### config.mk
export PLATFORM = sky130hd
export DESIGN_NAME = sd_sector_read_scheduler_flat
export DESIGN_NICKNAME = d
export VERILOG_FILES = /design/src/rtl/sd_pkg.sv /design/src/rtl/sd_sector_read_scheduler_if.sv /design/src/rtl/sd_sector_read_scheduler_rr_arbiter.sv /design/src/rtl/sd_sector_read_scheduler.sv /design/src/flat_wrapper.sv
export SDC_FILE = /design/constraint.sdc
export NUM_CORES = 1
export LEC_CHECK = 0
export CAP_MARGIN = 30
export CORE_ASPECT_RATIO = 0.7
export CORE_MARGIN = 3
export CORE_UTILIZATION = 50
export CTS_CLUSTER_SIZE = 28
export DETAILED_ROUTE_END_ITERATION = 8
export GPL_TIMING_DRIVEN = 0
export PLACE_DENSITY_LB_ADDON = 0.3
export SKIP_CTS_REPAIR_TIMING = 1
export SLEW_MARGIN = 20
export SYNTH_ARGS = -nofsm -noshare
export SYNTH_HDL_FRONTEND = slang
export SYNTH_SLANG_ARGS = --single-unit
### constraint.sdc
create_clock -name clk -period 4.3 [get_ports clk]
set_input_delay 0.86 -clock clk [delete_from_list [all_inputs] [get_ports clk]]
set_output_delay 0.86 -clock clk [all_outputs]
set_load 0.05 [all_outputs]
### src/rtl/sd_pkg.sv
// sd_pkg: shared FSM state, sector geometry and field widths for the sector read scheduler
package sd_pkg;
  typedef enum logic [1:0] {IDLE, ARB, READ, FLUSH} state_e;
  localparam int SECTOR_BYTES = 512;
  localparam int ADDR_W = $clog2(SECTOR_BYTES);
  localparam int SECTOR_W = 32;
  localparam int COUNT_W = 16;
endpackage

### src/rtl/sd_sector_read_scheduler_if.sv
// sd_sector_read_scheduler_if: requester command handshake and byte delivery bus
interface sd_sector_read_scheduler_if
  import sd_pkg::*;
#(
  parameter int NREQ = 2,
  parameter int IDW = $clog2(NREQ)
);
  logic [NREQ-1:0] cmd_valid;
  logic [NREQ-1:0] cmd_ready;
  logic [NREQ-1:0][SECTOR_W-1:0] cmd_sector;
  logic [NREQ-1:0][COUNT_W-1:0] cmd_count;
  logic [NREQ-1:0] busy;
  logic [NREQ-1:0] cmd_done;
  logic out_valid;
  logic [IDW-1:0] out_id;
  logic [SECTOR_W-1:0] out_sector;
  logic [ADDR_W-1:0] out_addr;
  logic [7:0] out_data;
  modport master (
    output cmd_valid, cmd_sector, cmd_count,
    input cmd_ready, busy, cmd_done, out_valid, out_id, out_sector, out_addr, out_data
  );
  modport slave (
    input cmd_valid, cmd_sector, cmd_count,
    output cmd_ready, busy, cmd_done, out_valid, out_id, out_sector, out_addr, out_data
  );
endinterface

### src/rtl/sd_sector_read_scheduler_rr_arbiter.sv
// rr_arbiter: picks the first requester after the last grant, wrapping around
module rr_arbiter #(
  parameter int NREQ = 2,
  parameter int IDW = $clog2(NREQ)
) (
  input  logic [NREQ-1:0] req,
  input  logic [IDW-1:0]  last,
  output logic [IDW-1:0]  gnt,
  output logic            any
);
  // scan farthest-to-nearest so the nearest requester after last wins
  always_comb begin
    gnt = last;
    any = 1'b0;
    for (int k = NREQ; k >= 1; k--) begin
      if (req[(int'(last) + k) % NREQ]) begin
        gnt = IDW'((int'(last) + k) % NREQ);
        any = 1'b1;
      end
    end
  end
endmodule

### src/rtl/sd_sector_read_scheduler.sv
// sd_sector_read_scheduler: shares one sector reader among requesters, one sector per grant
module sd_sector_read_scheduler
  import sd_pkg::*;
#(
  parameter int NREQ = 2,
  parameter int IDW = $clog2(NREQ)
) (
  input  logic                 clk,
  input  logic                 rst_n,
  sd_sector_read_scheduler_if.slave bus,
  output logic                 rd_start,
  output logic [SECTOR_W-1:0]  rd_sector,
  input  logic                 rd_done,
  input  logic                 rd_valid,
  input  logic [ADDR_W-1:0]    rd_addr,
  input  logic [7:0]           rd_data
);
  state_e state_q, state_d;
  logic [IDW-1:0] last_grant_q, last_grant_d, arb_gnt;
  logic arb_any;
  logic [NREQ-1:0] busy_q, busy_d, zero_done_q, zero_done_d, flush_done;
  logic [NREQ-1:0][SECTOR_W-1:0] sector_q, sector_d;
  logic [NREQ-1:0][COUNT_W-1:0] count_q, count_d;
  logic out_valid_q, out_valid_d;
  logic [IDW-1:0] out_id_q, out_id_d;
  logic [SECTOR_W-1:0] out_sector_q, out_sector_d;
  logic [ADDR_W-1:0] out_addr_q, out_addr_d;
  logic [7:0] out_data_q, out_data_d;

  rr_arbiter #(.NREQ(NREQ), .IDW(IDW)) u_arb (
    .req(busy_q), .last(last_grant_q), .gnt(arb_gnt), .any(arb_any)
  );

  assign rd_start = state_q == READ;
  assign rd_sector = rd_start ? sector_q[last_grant_q] : '0;
  assign bus.cmd_ready = ~busy_q;
  assign bus.busy = busy_q;
  assign bus.cmd_done = zero_done_q | flush_done;
  assign bus.out_valid = out_valid_q;
  assign bus.out_id = out_id_q;
  assign bus.out_sector = out_sector_q;
  assign bus.out_addr = out_addr_q;
  assign bus.out_data = out_data_q;

  // command acceptance, arbitration FSM, slot bookkeeping and byte forwarding
  always_comb begin
    state_d = state_q;
    last_grant_d = last_grant_q;
    busy_d = busy_q;
    sector_d = sector_q;
    count_d = count_q;
    zero_done_d = '0;
    flush_done = '0;
    for (int i = 0; i < NREQ; i++) begin
      if (bus.cmd_valid[i] && !busy_q[i]) begin
        sector_d[i] = bus.cmd_sector[i];
        count_d[i] = bus.cmd_count[i];
        busy_d[i] = bus.cmd_count[i] != '0;
        zero_done_d[i] = bus.cmd_count[i] == '0;
      end
    end
    case (state_q)
      IDLE: state_d = |busy_q ? ARB : IDLE;
      ARB: begin
        state_d = arb_any ? READ : IDLE;
        last_grant_d = arb_any ? arb_gnt : last_grant_q;
      end
      READ: if (rd_done) begin
        sector_d[last_grant_q] = sector_q[last_grant_q] + 1'b1;
        count_d[last_grant_q] = count_q[last_grant_q] - 1'b1;
        state_d = FLUSH;
      end
      FLUSH: begin
        if (count_q[last_grant_q] == '0) begin
          flush_done[last_grant_q] = 1'b1;
          busy_d[last_grant_q] = 1'b0;
        end
        state_d = |busy_d ? ARB : IDLE;
      end
    endcase
    out_valid_d = rd_start && rd_valid;
    out_id_d = last_grant_q;
    out_sector_d = sector_q[last_grant_q];
    out_addr_d = rd_addr;
    out_data_d = rd_data;
  end

  // state and slot registers with synchronous active-low reset
  always_ff @(posedge clk) begin
    if (!rst_n) begin
      state_q <= IDLE;
      last_grant_q <= IDW'(NREQ - 1);
      busy_q <= '0;
      zero_done_q <= '0;
      sector_q <= '0;
      count_q <= '0;
      out_valid_q <= 1'b0;
      out_id_q <= '0;
      out_sector_q <= '0;
      out_addr_q <= '0;
      out_data_q <= '0;
    end else begin
      state_q <= state_d;
      last_grant_q <= last_grant_d;
      busy_q <= busy_d;
      zero_done_q <= zero_done_d;
      sector_q <= sector_d;
      count_q <= count_d;
      out_valid_q <= out_valid_d;
      out_id_q <= out_id_d;
      out_sector_q <= out_sector_d;
      out_addr_q <= out_addr_d;
      out_data_q <= out_data_d;
    end
  end
endmodule

### src/flat_wrapper.sv
// flat-port wrapper written by rule: the top's interface ports become plain ports
module sd_sector_read_scheduler_flat import sd_pkg::*;
#(
  parameter int NREQ = 2,
  parameter int IDW = $clog2(NREQ)
)
  (clk, rst_n, rd_start, rd_sector, rd_done, rd_valid, rd_addr, rd_data, bus_cmd_valid, bus_cmd_sector, bus_cmd_count, bus_cmd_ready, bus_busy, bus_cmd_done, bus_out_valid, bus_out_id, bus_out_sector, bus_out_addr, bus_out_data);
  sd_sector_read_scheduler_if #(.NREQ(NREQ), .IDW(IDW)) bus_i ();
  input  logic clk;
  input  logic rst_n;
  output logic rd_start;
  output logic [SECTOR_W-1:0] rd_sector;
  input  logic rd_done;
  input  logic rd_valid;
  input  logic [ADDR_W-1:0] rd_addr;
  input  logic [7:0] rd_data;
  input wire logic [$bits(bus_i.cmd_valid)-1:0] bus_cmd_valid;
  input wire logic [$bits(bus_i.cmd_sector)-1:0] bus_cmd_sector;
  input wire logic [$bits(bus_i.cmd_count)-1:0] bus_cmd_count;
  output wire logic [$bits(bus_i.cmd_ready)-1:0] bus_cmd_ready;
  output wire logic [$bits(bus_i.busy)-1:0] bus_busy;
  output wire logic [$bits(bus_i.cmd_done)-1:0] bus_cmd_done;
  output wire logic [$bits(bus_i.out_valid)-1:0] bus_out_valid;
  output wire logic [$bits(bus_i.out_id)-1:0] bus_out_id;
  output wire logic [$bits(bus_i.out_sector)-1:0] bus_out_sector;
  output wire logic [$bits(bus_i.out_addr)-1:0] bus_out_addr;
  output wire logic [$bits(bus_i.out_data)-1:0] bus_out_data;
  assign bus_i.cmd_valid = bus_cmd_valid;
  assign bus_i.cmd_sector = bus_cmd_sector;
  assign bus_i.cmd_count = bus_cmd_count;
  assign bus_cmd_ready = bus_i.cmd_ready;
  assign bus_busy = bus_i.busy;
  assign bus_cmd_done = bus_i.cmd_done;
  assign bus_out_valid = bus_i.out_valid;
  assign bus_out_id = bus_i.out_id;
  assign bus_out_sector = bus_i.out_sector;
  assign bus_out_addr = bus_i.out_addr;
  assign bus_out_data = bus_i.out_data;
  sd_sector_read_scheduler #(.NREQ(NREQ), .IDW(IDW)) u_core (.clk(clk), .rst_n(rst_n), .bus(bus_i), .rd_start(rd_start), .rd_sector(rd_sector), .rd_done(rd_done), .rd_valid(rd_valid), .rd_addr(rd_addr), .rd_data(rd_data));
endmodule
Word level (Yosys, flattened, before mapping)

Cells that the tools add are included.

ROM bits: 0
Register bits after elaboration: 154
Memories: 0
Bits in latches: 0
Bits in writable memories: 0
Logic and storage cells: 93
Output and inout bits: 90
Bits of input ports: 119

Order comparisons: 4
Muxes and demuxes: 43
Div/mod/pow operators: 0
Shifts and indexed selects: 0
$add $sub $neg: 4
Bitwise gates (word level): 6
Reductions and logical operators: 18
Equality and inequality tests: 4
$mul: 0

Operator list:

| kind                    | number |
|---|---|
| $mux W32                | 8 |
| $mux W64                | 2 |
| $mux W16                | 5 |
| $bwmux W64              | 1 |
| $logic_not A16 Y1       | 3 |
| $add A32 B1 Y32 const B | 1 |
| $bwmux W32              | 1 |
| $demux W32 S1           | 1 |
| $reduce_bool A16 Y1     | 2 |
| $demux W16 S1           | 1 |
| $sub A16 B1 Y16 const B | 1 |
| $mux W1                 | 15 |
| $mux W2                 | 7 |
| $pmux W2 S4             | 1 |
| $lt A2 B3 Y1 const B    | 2 |
| $eq A2 B2 Y1 const B    | 2 |
| $logic_and A1 B1 Y1     | 4 |
| $not A2 Y2              | 2 |
| $reduce_and A2 Y1       | 2 |
| $reduce_or A2 Y1        | 2 |
| $reduce_and A3 Y1       | 1 |
| $add A1 B1 Y1 const B   | 2 |
| $and A1 B1 Y1 const A   | 2 |
| $and A2 B2 Y2           | 1 |
| 9 further kinds         | 10 |

Logic depth before layout (Yosys ltp)

Gate-level depths: netlist (run 1).

Word-level depth: 11
Mapped depth: 16

Hierarchy

From an unflattened synthesis (run 1), not the netlist that was laid out.

Cells, all modules: 973
Area total of the unflattened synthesis: 8202.9 µm²

By module, submodules not included:

| module                   | area an instance (µm²) | cells an instance | times used | seq. area each (µm²) |
|---|---|---|---|---|
| sd_sector_read_scheduler | 8187.9                 | 970               | 1          | 3083.0 |
| rr_arbiter               | 15.0                   | 3                 | 1          | 0.0 |

Least setup slack after synthesis (run 1)

OpenSTA, ideal clock, no wires.

Path kind: reg2out
From: register u_core.last_grant_q
To: output port bus_cmd_done[1]
Stages on the path, launching flop included: 14
Setup slack: 390 ps
Buffers on the path: 7
Data arrival time: 3050 ps
Path through: dfxtp_1 -> buf_6 -> buf_4 -> buf_2 -> buf_2 -> buf_2 -> buf_2 -> buf_2 -> mux2i_1 -> ha_1 -> and4_1 -> nand4_1 -> or2_1 -> nand2b_1

Cells in the longest elaborated chain, start to end: 7

RTL lines:

| item                                                                      | line                            | RTL |
|---|---|---|
| start, declared                                                           | sd_sector_read_scheduler.sv:19  | `logic [IDW-1:0] last_grant_q, last_grant_d, arb_gnt;` |
| start signal, assigned                                                    | sd_sector_read_scheduler.sv:92  | `last_grant_q <= IDW'(NREQ - 1);` |
| start signal, assigned                                                    | sd_sector_read_scheduler.sv:104 | `last_grant_q <= last_grant_d;` |
| $lt A1 B2 Y1 (not written as such) / $ge A1 B1 Y1 (equally long branches) | sd_sector_read_scheduler.sv:75  | `flush_done[last_grant_q] = 1'b1;` |
| $logic_and A1 B1 Y1 (not written as such)                                 | sd_sector_read_scheduler.sv:75  |  |
| $mux W1 (not written as such)                                             | sd_sector_read_scheduler.sv:75  |  |
| $demux W1 S1                                                              | n/a                             |  |
| $mux W2 *                                                                 | sd_sector_read_scheduler.sv:74  | `if (count_q[last_grant_q] == '0) begin` |
| $mux W2 *                                                                 | sd_sector_read_scheduler.sv:62  | `case (state_q)` |
| $or A2 B2 Y2 *                                                            | sd_sector_read_scheduler.sv:38  | `assign bus.cmd_done = zero_done_q \| flush_done;` |
| end, declared                                                             | flat_wrapper.sv:22              | `output wire logic [$bits(bus_i.cmd_done)-1:0] bus_cmd_done;` |

Mark *: on every way between the ends. The rest lies on a longest branch, timed or not. The select of a mux whose other input is x is not followed.

Worst setup path in the final report (run 1)

Ends and elaborated chain as after synthesis.

==> results of run 1 <==
-- worst max path at each step --
| stage | from | to | slack (ns) | cells past startpoint |
|---|---|---|---|---|
| 6_report | u_core.last_grant_q$_SDFFE_PN1P_ | bus_cmd_done[1] | 0.09 | 13 |
| 4_1_cts | u_core.last_grant_q$_SDFFE_PN1P_ | bus_cmd_done[1] | -1.61 | 14 |
| 3_3_place_gp | u_core.last_grant_q$_SDFFE_PN1P_ | bus_cmd_done[1] | -1.16 | 14 |
| 5_1_grt | u_core.last_grant_q$_SDFFE_PN1P_ | bus_cmd_done[1] | 0.003 | 13 |
| 2_1_floorplan | u_core.last_grant_q$_SDFFE_PN1P_ | bus_cmd_done[1] | 0.39 | 13 |
| 3_5_place_dp | u_core.last_grant_q$_SDFFE_PN1P_ | bus_cmd_done[1] | -1.14 | 14 |
-- layout make-up --
type / count / share of cell area, %
clock buffers: 18 / 3.81
clock inverters: 13 / 1.51
multi-input cells: 805 / 42.6
plain buffers: 79 / 3.39
repair buffers: 208 / 18.4
flip-flops and latches: 154 / 27.4
well taps: 220 / 2.44
inverters: 12 / 0.400
-- metal layers --
metal	GRT usage, %	routed length (µm)
met1	53.8	14500
met2	52.2	13900
met3	16.4	6220
met4	13.8	1300
met5	0	0
-- Yosys cell counts, types with 6 or more instances --
cell type  count  area share, %
buf_2         12           0.73
and4_1         6           0.64
clkbuf_1      50            2.3
nand3_1       76            4.6
dfxtp_1      154             37
buf_1         14           0.64
nand2_1      201            9.1
a31oi_1       10           0.76
a21oi_1       47            2.8
nand4_1       14            1.1
o21ai_0       13           0.79
nor4_1        32            2.4
mux2_2         8            1.1
nand4b_1       6           0.64
xnor2_1       19            2.0
nand2b_1       6           0.45
a311oi_1      10            1.1
and2_1        23            1.7
nor2_1       101            4.6
mux2i_1       57            6.9
o211ai_1      10           0.91
a211oi_1      19            1.7
o211a_1       14            1.7
nand3b_1       8           0.73
nor3_1         9           0.55
inv_1         12           0.55
a2111oi_0     11            1.2
or4_1          8           0.73
and3_1        24            1.8
or3_1          8           0.61
-- report_power, final --
part / switching, µW / internal [µW] / leakage (µW)
registers: 71.6 / 1520 / 0.00127
clock network: 661 / 917 / 0.000295
logic: 565 / 355 / 0.00302
total: 1300 / 2790 / 0.00458
-- critical path, cell delays in order, from the launching register on --
cell and delay, ns:
dfxtp_1 0.32, buf_6 0.15, buf_12 0.19, buf_6 0.19
buf_8 0.20, buf_8 0.19, buf_8 0.18, mux2i_2 0.26
ha_1 0.21, and4_1 0.20, nand4_1 0.15, or2_1 0.33
nand2b_1 0.07, clkbuf_4 0.22
-- sequential cells by signal, summed over array words and instances, names as in the netlist, named ones only --
signal,count
u_core.bus.busy,2
u_core.bus.out_addr,9
u_core.bus.out_data,8
u_core.bus.out_id,1
u_core.bus.out_sector,32
u_core.bus.out_valid,1
u_core.count_q,32
u_core.last_grant_q,1
u_core.sector_q,64
u_core.state_q,1
u_core.zero_done_q,2
-- stage by stage --
step                TNS (ns)  power, µW  hold WS [ns]  instance area [µm²]  utilization (%)
floorplan                  0       2130         0.471                 8260                -
global placement      -14.77       2490         0.489                10600             67.1
detailed placement    -14.15       2490         0.493                10600             67.1
CTS                   -19.62       4040         0.503                11200             70.9
global route               0       4200         0.546                11300             71.1
finish                     0       4090         0.511                11300             71.1
-- cells in the final DEF, fill, tap and decap left out, types with 12 or more instances in the layout --
cell type / n
o21ai_0: 13
xnor2_1: 19
a21oi_1: 47
nand3_1: 76
nand4_1: 14
nand2_1: 201
nor2_1: 101
dfxtp_1: 154
and2_1: 23
inv_1: 12
clkdlybuf4s50_1: 206
clkbuf_16: 17
and3_1: 24
o211a_1: 14
buf_1: 14
mux2i_1: 56
clkbuf_1: 51
a211oi_1: 19
nor4_1: 32
-- kinds of logic after synthesis --
logic type | count (synthesis) | share of synthesized area [%]
buffers and inverters | 92 | 4.63
adders and majority gates | 3 | 0.454
muxes | 65 | 7.99
and+or+nand+nor | 547 | 32.2
AOI/OAI and AO/OA | 167 | 14.9
xor gates and xnor gates | 23 | 2.44
DFF | 154 | 37.3
==> out/results.ini, run 1 <==
[place]
post-place-cells = 1479
place_congestion = 1.04
port-buffer-count = 208
pre_cts_slack_ns = -1.14
dpl.hpwl_um = 25900

[final_layout]
regArea_um2 = 3080
multiInputGateArea_um2 = 4800
fin_cells = 1509
drive_gt1_share_pct = 5.66
nets = 1399
fill_cells = 1311
diodes = 0
syn_to_final_growth_pct = 36.3

[logic_synthesis]
synth_fp_nets = 1173
syn_area_per_cell_um2 = 7.86
synth-edff-count = 0
seq_area_frac_synth_pct = 37.3
synthCells = 1051
synth_ff_type = dfxtp_1
ys_types = 66
syn_area_um2 = 8260
synthArstFlopShare_pct = 0
yosys_warnings = 0
synth_seq_cells = 154

[run]
timing.max_cap.violations = 0

[floorplan]
initial_core_util_pct = 52.2
num_io_pins = 209
num_rows = 38
fp.dieW_um = 160
die-area_um2 = 18100
core_area_um2 = 15800
dieHeight_um = 114

[power]
peakVddDrop_v = 0.000247
powerDensity_nw_per_um2 = 363
power.leakage_uw = 0.00458

[setup_path]
start_kind = register
critPathCaptureType = primary output
crit_arrival_ns = 3.35
path_class = register to primary output
path_max_fanout = 19
timing.reg2reg.setup_slack_ns = 0.35
reg2reg_depth = 15
required_ns = 3.44
reg2reg_from = u_core.last_grant_q$_SDFFE_PN1P_
timing.rr.end = u_core.sector_q[56]$_SDFF_PN0_

[min_path]
hold_end = u_core.sector_q[3]$_SDFF_PN0_
hold_depth = 2
hold_start = u_core.sector_q[3]$_SDFF_PN0_
hold_class = register to register

[grt]
grt_pass1_wl_um = 53300
grt_usage_pct = 38.4
grt_max_degree = 17
first_global_vias = 8922
grt.overflow.total = 0
antenna_found_initial = 0

[sta]
skew_ns = 0.0123
layout_setup_ws_ns = 0.0912
timing.fmax_mhz = 238
worst_pin_slew_ns = 1.16
maxSlewViolCount = 0
finalHoldViolations = 0
setup_viol = 0
max_slew_margin_pct = 23.0
min_period_ns = 4.21
rsz0062_at_grt = no
fin_crit_sh_pct = 97.9

[route]
wire_per_inst_um = 23.8
drc = 0
firstDrtPassIters = 8
routed_via_density = 6.40
first_iter_violations = 1511
ant_nets = 0
vias = 9651
routed_wl_um = 35900

[cts]
cts_root_buffer = clkbuf_16
htree_levels = 4
clock_latency_ns = 0.44
clk_pin_slew_ns = 0.06
cts_buffer_depth = 2
cts_sinks = 154
cts_tree = yes
cts_buffers = 17

[status]
status = finished clean

No activity file was read; power rests on OpenSTA's default activity.
==> run 2: changes to the inputs <==
CTS_CLUSTER_SIZE = 40   (was 28)
==> results of run 2 <==
No change in the layout: final DEF, timing and power equal those of run 1.
